<file path="src/rtl/frame_wr_sequencer.sv">
// rtl/frame_wr_sequencer.sv - mem-clock burst write sequencer for the camera capture path
// Issues burst write requests from the CDC FIFO fill level between frame_valid edges.
module frame_wr_sequencer #(
  parameter int ADDR_W      = 29,
  parameter int COUNT_W     = 9,
  parameter int BURST_LEN   = 1,
  parameter int ADDR_INC    = 8,
  parameter int MAX_BURSTS  = 65536,
  parameter int CNT_W       = 17,
  parameter int RST_CYCLES  = 12,
  parameter int ACK_TIMEOUT = 1024
) (
  input  logic               clk,
  input  logic               reset_n,
  input  logic               frame_valid,
  input  logic [ADDR_W-1:0]  start_addr,
  input  logic [COUNT_W-1:0] fifo_rd_data_count,
  input  logic               fifo_empty,
  input  logic               mem_wr_ack,
  output logic               mem_wr_req,
  output logic [ADDR_W-1:0]  mem_wr_addr,
  output logic               mem_wr_partial,
  output logic               fifo_reset,
  output logic               ready,
  output logic               frame_written,
  output logic [CNT_W-1:0]   burst_count,
  output logic               overrun,
  output logic               timeout
);

  localparam int TMR_MAX = (RST_CYCLES > ACK_TIMEOUT) ? RST_CYCLES : ACK_TIMEOUT;
  localparam int TMR_W   = $clog2(TMR_MAX + 1);
  localparam logic [TMR_W-1:0]   RST_LAST    = TMR_W'(RST_CYCLES - 1);
  localparam logic [TMR_W-1:0]   ACK_LAST    = TMR_W'(ACK_TIMEOUT - 1);
  localparam logic [COUNT_W-1:0] BURST_WORDS = COUNT_W'(BURST_LEN);
  localparam logic [CNT_W-1:0]   BURST_LIMIT = CNT_W'(MAX_BURSTS);
  localparam logic [ADDR_W-1:0]  ADDR_STEP   = ADDR_W'(ADDR_INC);

  typedef enum logic [2:0] {RST_WAIT, IDLE, WRITE, REQ, FLUSH} state_t;

  state_t             state, state_d;
  logic [1:0]         rst_sync;
  logic               rst_n_i;
  logic               fv_meta, fv_s, fv_q, start;
  logic [TMR_W-1:0]   tmr, tmr_d;
  logic [ADDR_W-1:0]  addr_d;
  logic [CNT_W-1:0]   count_d;
  logic               overrun_d, timeout_d, fw_d;
  logic               have_burst, have_partial;

  // Reset asserts immediately but releases only after two clean clock edges.
  always_ff @(posedge clk or negedge reset_n) begin
    if (!reset_n) rst_sync <= 2'b00;
    else          rst_sync <= {rst_sync[0], 1'b1};
  end
  assign rst_n_i = rst_sync[1];

  assign start          = fv_s & ~fv_q;
  assign have_burst     = fifo_rd_data_count >= BURST_WORDS;
  assign have_partial   = (fifo_rd_data_count != '0) && (fifo_rd_data_count < BURST_WORDS);
  assign mem_wr_req     = (state == REQ) || (state == FLUSH);
  assign mem_wr_partial = (state == FLUSH);
  assign fifo_reset     = (state == RST_WAIT);
  assign ready          = (state == IDLE);

  always_comb begin
    state_d   = state;
    tmr_d     = tmr;
    addr_d    = mem_wr_addr;
    count_d   = burst_count;
    overrun_d = overrun;
    timeout_d = timeout;
    fw_d      = 1'b0;
    case (state)
      RST_WAIT: begin
        if (tmr == RST_LAST) begin
          state_d = IDLE;
          tmr_d   = '0;
        end else begin
          tmr_d = tmr + 1'b1;
        end
      end
      IDLE: begin
        if (start) begin
          state_d   = WRITE;
          addr_d    = start_addr;
          count_d   = '0;
          overrun_d = 1'b0;
          timeout_d = 1'b0;
        end
      end
      WRITE: begin
        if (have_burst && (burst_count < BURST_LIMIT)) begin
          state_d = REQ;
          tmr_d   = '0;
        end else if (have_burst) begin
          overrun_d = 1'b1;
        end else if (!fv_s && (overrun || fifo_empty)) begin
          state_d = RST_WAIT;
          tmr_d   = '0;
          fw_d    = 1'b1;
        end else if (!fv_s && have_partial && !overrun) begin
          state_d = FLUSH;
          tmr_d   = '0;
        end
      end
      REQ, FLUSH: begin
        if (mem_wr_ack) begin
          addr_d  = mem_wr_addr + ADDR_STEP;
          count_d = burst_count + 1'b1;
          if (state == FLUSH) begin
            state_d = RST_WAIT;
            tmr_d   = '0;
            fw_d    = 1'b1;
          end else begin
            state_d = WRITE;
          end
        end else if (tmr == ACK_LAST) begin
          // Arbiter stalled: abandon the frame rather than hang the capture path.
          state_d   = RST_WAIT;
          tmr_d     = '0;
          timeout_d = 1'b1;
          fw_d      = 1'b1;
        end else begin
          tmr_d = tmr + 1'b1;
        end
      end
      default: begin
        state_d = RST_WAIT;
        tmr_d   = '0;
      end
    endcase
  end

  always_ff @(posedge clk or negedge rst_n_i) begin
    if (!rst_n_i) begin
      state         <= RST_WAIT;
      tmr           <= '0;
      fv_meta       <= 1'b0;
      fv_s          <= 1'b0;
      fv_q          <= 1'b0;
      mem_wr_addr   <= '0;
      burst_count   <= '0;
      overrun       <= 1'b0;
      timeout       <= 1'b0;
      frame_written <= 1'b0;
    end else begin
      state         <= state_d;
      tmr           <= tmr_d;
      fv_meta       <= frame_valid;
      fv_s          <= fv_meta;
      fv_q          <= fv_s;
      mem_wr_addr   <= addr_d;
      burst_count   <= count_d;
      overrun       <= overrun_d;
      timeout       <= timeout_d;
      frame_written <= fw_d;
    end
  end

endmodule

</file>
<file path="config.mk">
export PLATFORM = sky130hd
export DESIGN_NAME = frame_wr_sequencer
export DESIGN_NICKNAME = d
export VERILOG_FILES = /design/src/rtl/frame_wr_sequencer.sv
export SDC_FILE = /design/constraint.sdc
export NUM_CORES = 1
export LEC_CHECK = 0
export BUFFER_PORTS_ARGS = -buffer_cell sky130_fd_sc_hd__buf_2
export CORE_ASPECT_RATIO = 0.6
export CORE_MARGIN = 3
export CORE_UTILIZATION = 53
export DETAILED_ROUTE_END_ITERATION = 12
export PLACE_DENSITY = 0.8
export SLEW_MARGIN = 20
export SYNTH_ARGS = -nofsm -noshare
export SYNTH_HDL_FRONTEND = slang
export SYNTH_SLANG_ARGS = --single-unit
</file>
<file path="constraint.sdc">
create_clock -name clk -period 4.1 [get_ports clk]
set_input_delay 0.41 -clock clk [delete_from_list [all_inputs] [get_ports clk]]
set_output_delay 0.41 -clock clk [all_outputs]
set_load 0.01 [all_outputs]
</file>
; ---- Yosys cells after proc, flatten, opt, wreduce, memory -nomap -nowiden
; Cells that the tools add are included.
[classes]
n_addsub = 3
order_cmp = 3
n_eq_ne = 17
n_mux = 39
bitwise = 3
n_reduce_logical = 19
[ops]
columns = operator, count
row1 = $mux W11, 8
row2 = $mux W29, 2
row3 = $pmux W29 S2, 1
row4 = $pmux W11 S4, 1
row5 = $mux W17, 2
row6 = $pmux W17 S2, 1
row7 = $add A29 B4 Y29 const B, 1
row8 = $mux W3, 8
row9 = $add A17 B1 Y17 const B, 1
row10 = $lt A17 B17 Y1 const B, 1
row11 = $pmux W3 S4, 1
row12 = $reduce_and A4 Y1, 3
row13 = $add A11 B1 Y11 const B, 1
row14 = $eq A11 B10 Y1 const B, 1
row15 = $eq A11 B4 Y1 const B, 1
row16 = $mux W1, 11
row17 = $ne A2 B2 Y1 const B, 5
row18 = $ge A9 B1 Y1 const B, 1
row19 = $lt A9 B1 Y1 const B, 1
row20 = $ne A3 B3 Y1 const B, 3
row21 = $reduce_bool A9 Y1, 1
row22 = $eq A3 B2 Y1 const B, 2
row23 = $pmux W1 S2, 3
row24 = $logic_and A1 B1 Y1, 5
row25 = other kinds (14), 19
[totals]
ff_bits = 68
in_bits = 43
out_inout_bits = 53

; ---- Logic depth before layout (Yosys ltp)
; Gate-level depths: netlist of the first run.
[depth]
word_depth = 9
mapped_depth = 8
ltp_nobuf = 7

; ---- Worst setup path after synthesis of the first run
; OpenSTA, ideal clock, no wires.
[synth_path]
path_kind = flip-flop to output port
from = register state[1]
to = output port mem_wr_req
t_arrival_ns = 1.453
required_time_ns = 3.690
setup_slack_ns = 2.237
stages_incl_launch_ff = 7
cell_sequence = dfrtp_1 -> or3b_4 -> and2_1 -> buf_6 -> inv_2 -> buf_4 -> buf_4
[synth_via]
elab_chain_len = 2
word_cells_on_any_way = 3
cone_classes = 2 x eq/ne / 1 x reduce/logical
[synth_rtl]
columns = element, line_no
row1 = from (decl), 41  ; state_t state, state_d;
row2 = from (signal assigned), 148  ; state <= state_d;
row3 = $eq A3 B2 Y1 or $eq A3 B3 Y1 (tied branches), 61  ; assign mem_wr_req = (state == REQ) || (state == FLUSH);
row4 = $logic_or A1 B1 Y1 (*), 61
row5 = to (decl), 20  ; output logic mem_wr_req,
; Every way passes the cells marked *; elsewhere a longest branch is shown, timed or not.

; ---- Final worst setup path of the first run
; Ends and elaborated chain as after synthesis.

==> PnR_summary.wiki, run 1 <==
{| class="wikitable"
! Metric !! Value
|-
| Seq cells post-synth || 68
|-
| Required arrival time at the worst endpoint || 3690 ps
|-
| RSZ-0062 raised after global routing || false
|-
| Data arrival, critical path || 2340 ps
|-
| Mapped cell area || 3860 µm²
|-
| Width of the die || 116 µm
|-
| Actual slew at the worst max-slew pin || 951 ps
|-
| Minimum period implied by the final worst setup slack || 2750 ps
|-
| Worst max-slew margin expressed relative to the limit || 36.6%
|-
| Design Power || 0.00147 W
|-
| Number of distinct library cells after synthesis || 64
|-
| Final antenna diode count || 0
|-
| Total I/O pin count || 96
|-
| Upper clock frequency limit || 0.364 GHz
|-
| Post-Layout Cell Count || 607
|-
| Fraction of synthesis flops using an asynchronous set or reset pin || 100%
|-
| Max-capacitance violation count || 0
|-
| Total via count after detailed routing || 3,746
|-
| Nets in the synthesized netlist || 471
|-
| Num CTS Buffers || 9
|-
| Number of warning messages in the yosys log || 0
|-
| RR Startpoint || state[1]$_DFFE_PN0P_
|-
| Pwr/cell area || 316 nW/µm²
|-
| Residual DRC count || 0
|-
| Status || completed
|-
| Number of global-route vias before repair || 3,341
|-
| Clk slew on worst S/H paths || 50 ps
|-
| ANT nets after route || 0
|-
| Count of H-tree levels built during CTS || 3
|-
| Peak fanout along the critical path || 39
|-
| Start point of the worst hold path || frame_valid
|-
| Die extent in y || 72.1 µm
|-
| Initial core utilization || 56.2%
|-
| Static leakage || 2.20 nW
|-
| Area added between synthesis and finish || 20.5%
|-
| Initial drt markers || 430
|-
| Number of gates given a new drive strength after cts || 0
|-
| R2R cell count || 7
|-
| Proportion of synthesized chip area in sequential cells || 44.0%
|-
| Number of vias per cell after detailed routing || 6.17
|-
| Setup total negative slack || 0 ps
|-
| Area enclosed by the die boundary || 8390 µm²
|-
| Remaining global-route overflow || 0
|-
| Worst Setup Path Type || flop to output port
|-
| Placeable core area || 6880 µm²
|-
| Max-slew violation total from the final report || 0
|-
| Routability congestion estimate from global placement || 0.843
|-
| Avg Inst Size Synth || 9.09 µm²
|-
| GRT Total Usage || 25.5%
|-
| Latest clock arrival within the worst-skew pair || 340 ps
|-
| Routed wire length || 10,300 µm
|-
| Clk root buf || clkbuf_16
|-
| Worst IR drop on VDD || 0.380 mV
|-
| Hold-critical path depth || 1
|-
| Worst-case hold path end point || fv_meta$_DFF_PN0_
|-
| Floorplan row count || 23
|-
| Hold WC Path Type || input port to flop
|-
| Number of placed instances with taps included || 590
|-
| CTS max path bufs || 2
|-
| # clock sinks || 68
|-
| TritonCTS clock tree || built
|-
| Number of antenna violations at the first check in global routing || 0
|-
| Post-DR wirelength/cell || 16.9 µm
|-
| Critical path endpoint category || output port
|-
| EDFF count, synth || 0
|-
| Final-stage net count || 561
|-
| Worst Clk Skew || 3.78 ps
|-
| Proportion of layout cells with a drive suffix above 1 || 25.8%
|-
| Sort of element at the start of the critical path || flop
|-
| Reg2Reg Setup Slack || 1690 ps
|-
| Number of search-and-repair iterations in the first detailed-routing pass || 5
|-
| Final count of hold timing violations || 0
|-
| Flip-flop cell with the highest count after synthesis || dfrtp_1
|-
| Destination of the worst register-to-register timing path || mem_wr_addr[25]$_DFFE_PN0P_
|-
| Gate count after technology mapping || 425
|-
| Largest net degree at the start of global routing || 40
|-
| Detailed Place HPWL || 7390 µm
|-
| Total of endpoints with negative setup slack in the final report || 0
|-
| Count of buffers from port buffering || 95
|-
| Final worst path period share || 67.0%
|-
| Wire length of the first global-routing pass || 16,600 µm
|}
-- cells in the mapped netlist (all sizes together), types with 6 or more instances --
library cell	number	share of area, %
and3	8	1.3
nand3	23	3.0
nor3	9	1.2
o21ai	27	3.5
a22o	6	1.4
buf	13	2.3
nor4	6	1.5
xnor2	11	2.5
nor2	41	4.2
o22ai	8	1.3
inv	15	1.5
dfrtp	68	44
nand4	13	2.3
nand2	52	5.1
a21oi	22	2.8
clkbuf	9	0.91
-- routing by layer --
layer	global-route usage [%]	share of wire (%)	up-vias
met5	0	0	-
met1	38.0	48	1813
met3	6.83	8.0	12
met2	35.8	43	171
met4	9.14	1.2	0
li1	-	-	1750
-- registers in the layout, summed over array words and instances (netlist names) --
| name | cells |
|---|---|
| state | 3 |
| burst_count | 17 |
| tmr | 11 |
| fv_s | 1 |
| rst_sync | 2 |
| timeout | 1 |
| frame_written | 1 |
| overrun | 1 |
| mem_wr_addr | 29 |
| fv_meta | 1 |
| fv_q | 1 |
-- power by group --
part	switching [W]	total (W)	internal, W
logic	0.0000246	0.0000499	0.0000254
registers	0.00000946	0.000686	0.000676
clock network	0.000278	0.000737	0.000458
total	0.000312	0.00147	0.00116
-- layout by cell type, fill, tap and decap left out, drive strengths merged, types with 3 or more instances in the layout --
| cell | instances |
|---|---|
| a2111oi | 5 |
| a211oi | 4 |
| a21o | 3 |
| a21oi | 22 |
| a22o | 6 |
| a22oi | 5 |
| a2bb2oi | 4 |
| a311oi | 3 |
| a31oi | 4 |
| a41o | 4 |
| and2 | 4 |
| and3 | 8 |
| and4 | 4 |
| buf | 100 |
| clkbuf | 15 |
| dfrtp | 68 |
| ha | 3 |
| inv | 15 |
| mux2i | 5 |
| nand2 | 52 |
| nand3 | 23 |
| nand3b | 3 |
| nand4 | 13 |
| nor2 | 41 |
| nor3 | 9 |
| nor4 | 6 |
| o211ai | 3 |
| o21a | 4 |
| o21ai | 27 |
| o22ai | 8 |
| o31ai | 4 |
| or3 | 5 |
| xnor2 | 11 |
| xor2 | 5 |
-- logic make-up after synthesis --
| group | count (synthesis) | share of synthesized area (%) |
|---|---|---|
| AOI/OAI and AO/OA | 121 | 22.5 |
| xor gates and xnor gates | 16 | 3.63 |
| adders and majority gates | 3 | 0.971 |
| buffers and inverters | 37 | 4.63 |
| DFF | 68 | 44.0 |
| muxes | 6 | 1.59 |
| other | 1 | 0.0970 |
| and+or+nand+nor | 173 | 22.5 |
-- worst max-delay path, stage by stage (launching register included) --
cell     delay [ps]
dfrtp_1         450
or3b_4          440
and2_1          150
buf_4           230
inv_2           480
buf_2           240
-- final cells by class --
type                    instances  area [µm²]
clock buffers                  15         278
clock inverters                 1        5.00
fillers                       558        2220
inverters                      15        56.3
multi-input cells             320        1980
flip-flops and latches         68        1700
well taps                      87         109
repair buffers                101         523
-- through the flow --
stage	cell area, µm²	hold WS, ps	setup slack, ps	util [%]
after detailed placement	4370	197	1730	63.5
after CTS	4660	166	1360	67.7
after global routing	4660	164	1220	67.7
after global placement	4370	196	1790	63.5
final	4660	181	1350	67.7
after floorplan	3860	114	2070	-
-- what timing repair did --
action,4_1_cts,5_1_grt
hold buffers,1,0
buffers inserted,0,0
hold endpoints to repair,2,0
-- worst max-delay path by stage --
stage                                from                         end  slack [ps]  cells past startpoint
global placement     state[1]$_DFFE_PN0P_                  mem_wr_req        1790                      5
global route         state[1]$_DFFE_PN0P_                  mem_wr_req        1220                      5
finish               state[1]$_DFFE_PN0P_                  mem_wr_req        1350                      5
detailed placement   state[1]$_DFFE_PN0P_                  mem_wr_req        1730                      5
floorplan           rst_sync[1]$_DFF_PN0_  burst_count[0]$_DFFE_PN0P_        2070                      0
CTS                  state[1]$_DFFE_PN0P_                  mem_wr_req        1360                      5
Power figures use the tool's default switching activity.
==> run 2, diff against run 1 <==
ABC_AREA = 1   (was default)
clock period = 2.7 ns   (was 4.1 ns; I/O delays follow)
==> run 2 against run 1 <==
Compared with the run above: register-to-register slack worse by 1000 ps; critical path depth stayed put; synthesized cell count is 46% higher; total power grew to 3.1 times the previous value; design area is 8.0% higher; clock power is 49% higher; clock skew is 5.0 ps higher; sequential share of layout area is 2.7 points lower; sequential cell count stayed put; combinational power grew to 36 times the previous value; hold slack worse by 140 ps.
==> PnR_summary.wiki, run 2 <==
{| class="wikitable"
! Metric !! Value
|-
| Status || completed
|-
| Actual slew at the worst max-slew pin || 645 ps
|-
| Initial core utilization || 56.0%
|-
| Post-Layout Inst Area || 5030 µm²
|-
| Residual DRC count || 0
|-
| GRT Max-Usage Layer || met1
|-
| Total I/O pin count || 96
|-
| Clk network pwr share || 24.0%
|-
| Fraction of met3 tracks used by global routing || 8.56%
|-
| Most common cell after layout, fill and taps aside || nand2_1
|-
| Number of filler cells placed in the layout || 687
|-
| Number of vias per cell after detailed routing || 5.63
|-
| Proportion of synthesized chip area in sequential cells || 40.6%
|-
| Comb power frac || 39.5%
|-
| Final worst path period share || 79.6%
|-
| Max-slew violation total from the final report || 0
|-
| Worst max-slew margin expressed relative to the limit || 57.0%
|-
| Number of antenna violations at the first check in global routing || 0
|-
| Reg power frac || 36.6%
|-
| Core occupancy in the finished layout || 67.3%
|-
| Die extent in y || 74.9 µm
|-
| Proportion of layout cells with a drive suffix above 1 || 17.8%
|-
| Post-CTS setup repair buffer count || 0
|-
| Count of H-tree levels built during CTS || 3
|-
| Initial drt markers || 543
|-
| Placeable core area || 7480 µm²
|-
| Most frequent cells in the layout || nand2_1 (184), nor2_1 (99), buf_2 (95), dfrtp_1 (67), nand3_1 (55)
|-
| Worst-case setup margin in the final layout || 551 ps
|-
| Pwr/cell area || 914 nW/µm²
|-
| Max reg flops || 29
|-
| Largest net degree at the start of global routing || 61
|-
| Worst IR drop on VDD || 0.499 mV
|-
| Fraction of synthesis flops using an asynchronous set or reset pin || 100%
|-
| Number of gates given a new drive strength after cts || 0
|-
| Largest register by flop count || mem_wr_addr
|-
| Worst Setup Path Type || flop to output port
|-
| Area added between synthesis and finish || 20.1%
|-
| Routed wire length || 12,800 µm
|-
| Total via count after detailed routing || 4,641
|-
| Number of distinct library cells after synthesis || 35
|-
| Start point of the critical path || state[0]$_DFFE_PN0P_
|-
| Design Power || 0.00460 W
|-
| Floorplan row count || 24
|-
| Fraction of post-synthesis cell area in the top cell type by area || 40.6%
|-
| Remaining global-route overflow || 0
|-
| Mapped cell area || 4190 µm²
|-
| Commonest cells post-synth || nand2_1 (184), nor2_1 (99), dfrtp_1 (68)
|-
| Clk root buf || clkbuf_16
|-
| Number of warning messages in the yosys log || 0
|-
| Area post-placement || 4750 µm²
|-
| Net Sw Frac || 44.0%
|-
| Delay of the slowest critical-path stage || 530 ps
|-
| Routability congestion estimate from global placement || 0.997
|-
| EDFF count, synth || 0
|-
| Peak fanout along the critical path || 60
|-
| Required arrival time at the worst endpoint || 2430 ps
|-
| RR Startpoint || state[0]$_DFFE_PN0P_
|-
| Sort of element at the start of the critical path || flop
|-
| Max-capacitance violation count || 0
|-
| Area enclosed by the die boundary || 9040 µm²
|-
| Minimum period implied by the final worst setup slack || 2150 ps
|-
| Count of buffers from port buffering || 95
|-
| Combined area of the multi-input logic cells || 2190 µm²
|-
| GRT Total Usage || 29.3%
|-
| Post-DR wirelength/cell || 15.5 µm
|-
| Data arrival, critical path || 1880 ps
|-
| Worst setup path end || mem_wr_req
|-
| Worst Clk Skew || 8.82 ps
|-
| Final count of hold timing violations || 0
|-
| Number of search-and-repair iterations in the first detailed-routing pass || 5
|-
| R2R cell count || 10
|-
| Cell Chain, Critical Path || nor2_1, nand2_1, nand2_2, buf_4, buf_2
|-
| Total of endpoints with negative setup slack in the final report || 0
|-
| Hold WC Path Type || input port to flop
|-
| Critical path endpoint category || output port
|-
| ANT nets after route || 0
|-
| Avg Inst Size Synth || 6.77 µm²
|-
| Routing usage on met2 || 41.5%
|-
| Final-stage net count || 761
|-
| Upper clock frequency limit || 0.465 GHz
|-
| Largest registers in the final layout || mem_wr_addr x29, burst_count x17, tmr x11
|-
| Sequential cell area in the final layout || 1700 µm²
|-
| Nets in the synthesized netlist || 665
|-
| Static leakage || 2.45 nW
|-
| Largest cells by area after synthesis || dfrtp_1 (41%), nand2_1 (16%), nor2_1 (8.9%)
|-
| RSZ-0062 raised after global routing || false
|-
| CTS max path bufs || 2
|-
| Number of global-route vias before repair || 4,106
|-
| Detailed Place HPWL || 9420 µm
|-
| Worst-path cell with the longest stage delay || buf_4
|-
| Latest clock arrival within the worst-skew pair || 340 ps
|-
| Final antenna diode count || 0
|-
| Num CTS Buffers || 9
|-
| Clk slew on worst S/H paths || 50 ps
|-
| Cell taking the most area after synthesis || dfrtp_1
|-
| Destination of the worst register-to-register timing path || state[0]$_DFFE_PN0P_
|-
| # clock sinks || 68
|-
| Worst setup slack after placement || 726 ps
|-
| Power dissipated by switching net loads || 0.00202 W
|-
| Number of hold buffers added after cts || 1
|-
| Seq cells post-synth || 68
|-
| TritonCTS clock tree || built
|-
| Internal power contribution || 0.00257 W
|-
| Reg2Reg Setup Slack || 680 ps
|-
| Setup total negative slack || 0 ps
|-
| GRT met1 Usage || 43.2%
|-
| Width of the die || 121 µm
|-
| Wire length of the first global-routing pass || 20,500 µm
|-
| Gate count after technology mapping || 619
|-
| Flip-flop cell with the highest count after synthesis || dfrtp_1
|-
| Library cell with the highest instance count after synthesis || nand2_1
|}
[run 2: cell type report]
type	instances	area share, %
multi-input combinational	478	43.5
sequential	68	33.8
timing repair buffer	101	10.4
clock buffer	14	5.25
inverter	57	4.25
tap	104	2.59
clock inverter	2	0.199
[run 2: critical path: cells and delay by family, from the launching register on]
| kind | cells | cell delay, ps |
|---|---|---|
| buffers and inverters | 2 | 780 |
| DFF | 1 | 440 |
| and+or+nand+nor | 3 | 300 |
[run 2: cells by family after synthesis]
kind of cell,Yosys count,share of synthesized area (%)
other cells,1,0.0895
xor+xnor,10,2.09
buf+inv,73,7.17
simple gates,393,40.1
fa+ha+maj,3,0.896
compound gates,71,8.99
flops,68,40.6
[run 2: worst min path at each step]
stage                start                    end  cells past startpoint
2_1_floorplan      reset_n  rst_sync[0]$_DFF_PN0_                      0
3_3_place_gp       reset_n  rst_sync[0]$_DFF_PN0_                      1
3_5_place_dp       reset_n  rst_sync[0]$_DFF_PN0_                      1
4_1_cts        frame_valid      fv_meta$_DFF_PN0_                      1
5_1_grt        frame_valid      fv_meta$_DFF_PN0_                      1
6_report       frame_valid      fv_meta$_DFF_PN0_                      1
[run 2: layer usage]
| metal | part of all wire [%] | up-vias |
|---|---|---|
| li1 | - | 2214 |
| met4 | 0.83 | 0 |
| met2 | 42 | 269 |
| met1 | 45 | 2149 |
| met3 | 12 | 9 |
| met5 | 0 | - |
[run 2: metrics by stage]
stage	cells	hold slack, ps
CTS	824	24.8
detailed placement	807	59.5
finish	824	38.9
global placement	807	56.6
floorplan	619	-25.6
global route	824	26.8
[run 2: power by group through the flow]
| stage | logic [W] | registers, W | clock network, W |
|---|---|---|---|
| 2_1_floorplan | 0.00112 | 0.00170 | 0 |
| 3_3_place_gp | 0.00172 | 0.00166 | 0 |
| 3_5_place_dp | 0.00178 | 0.00168 | 0 |
| 4_1_cts | 0.00179 | 0.00166 | 0.00112 |
| 5_1_grt | 0.00203 | 0.00173 | 0.00116 |
| 6_report | 0.00181 | 0.00168 | 0.00110 |
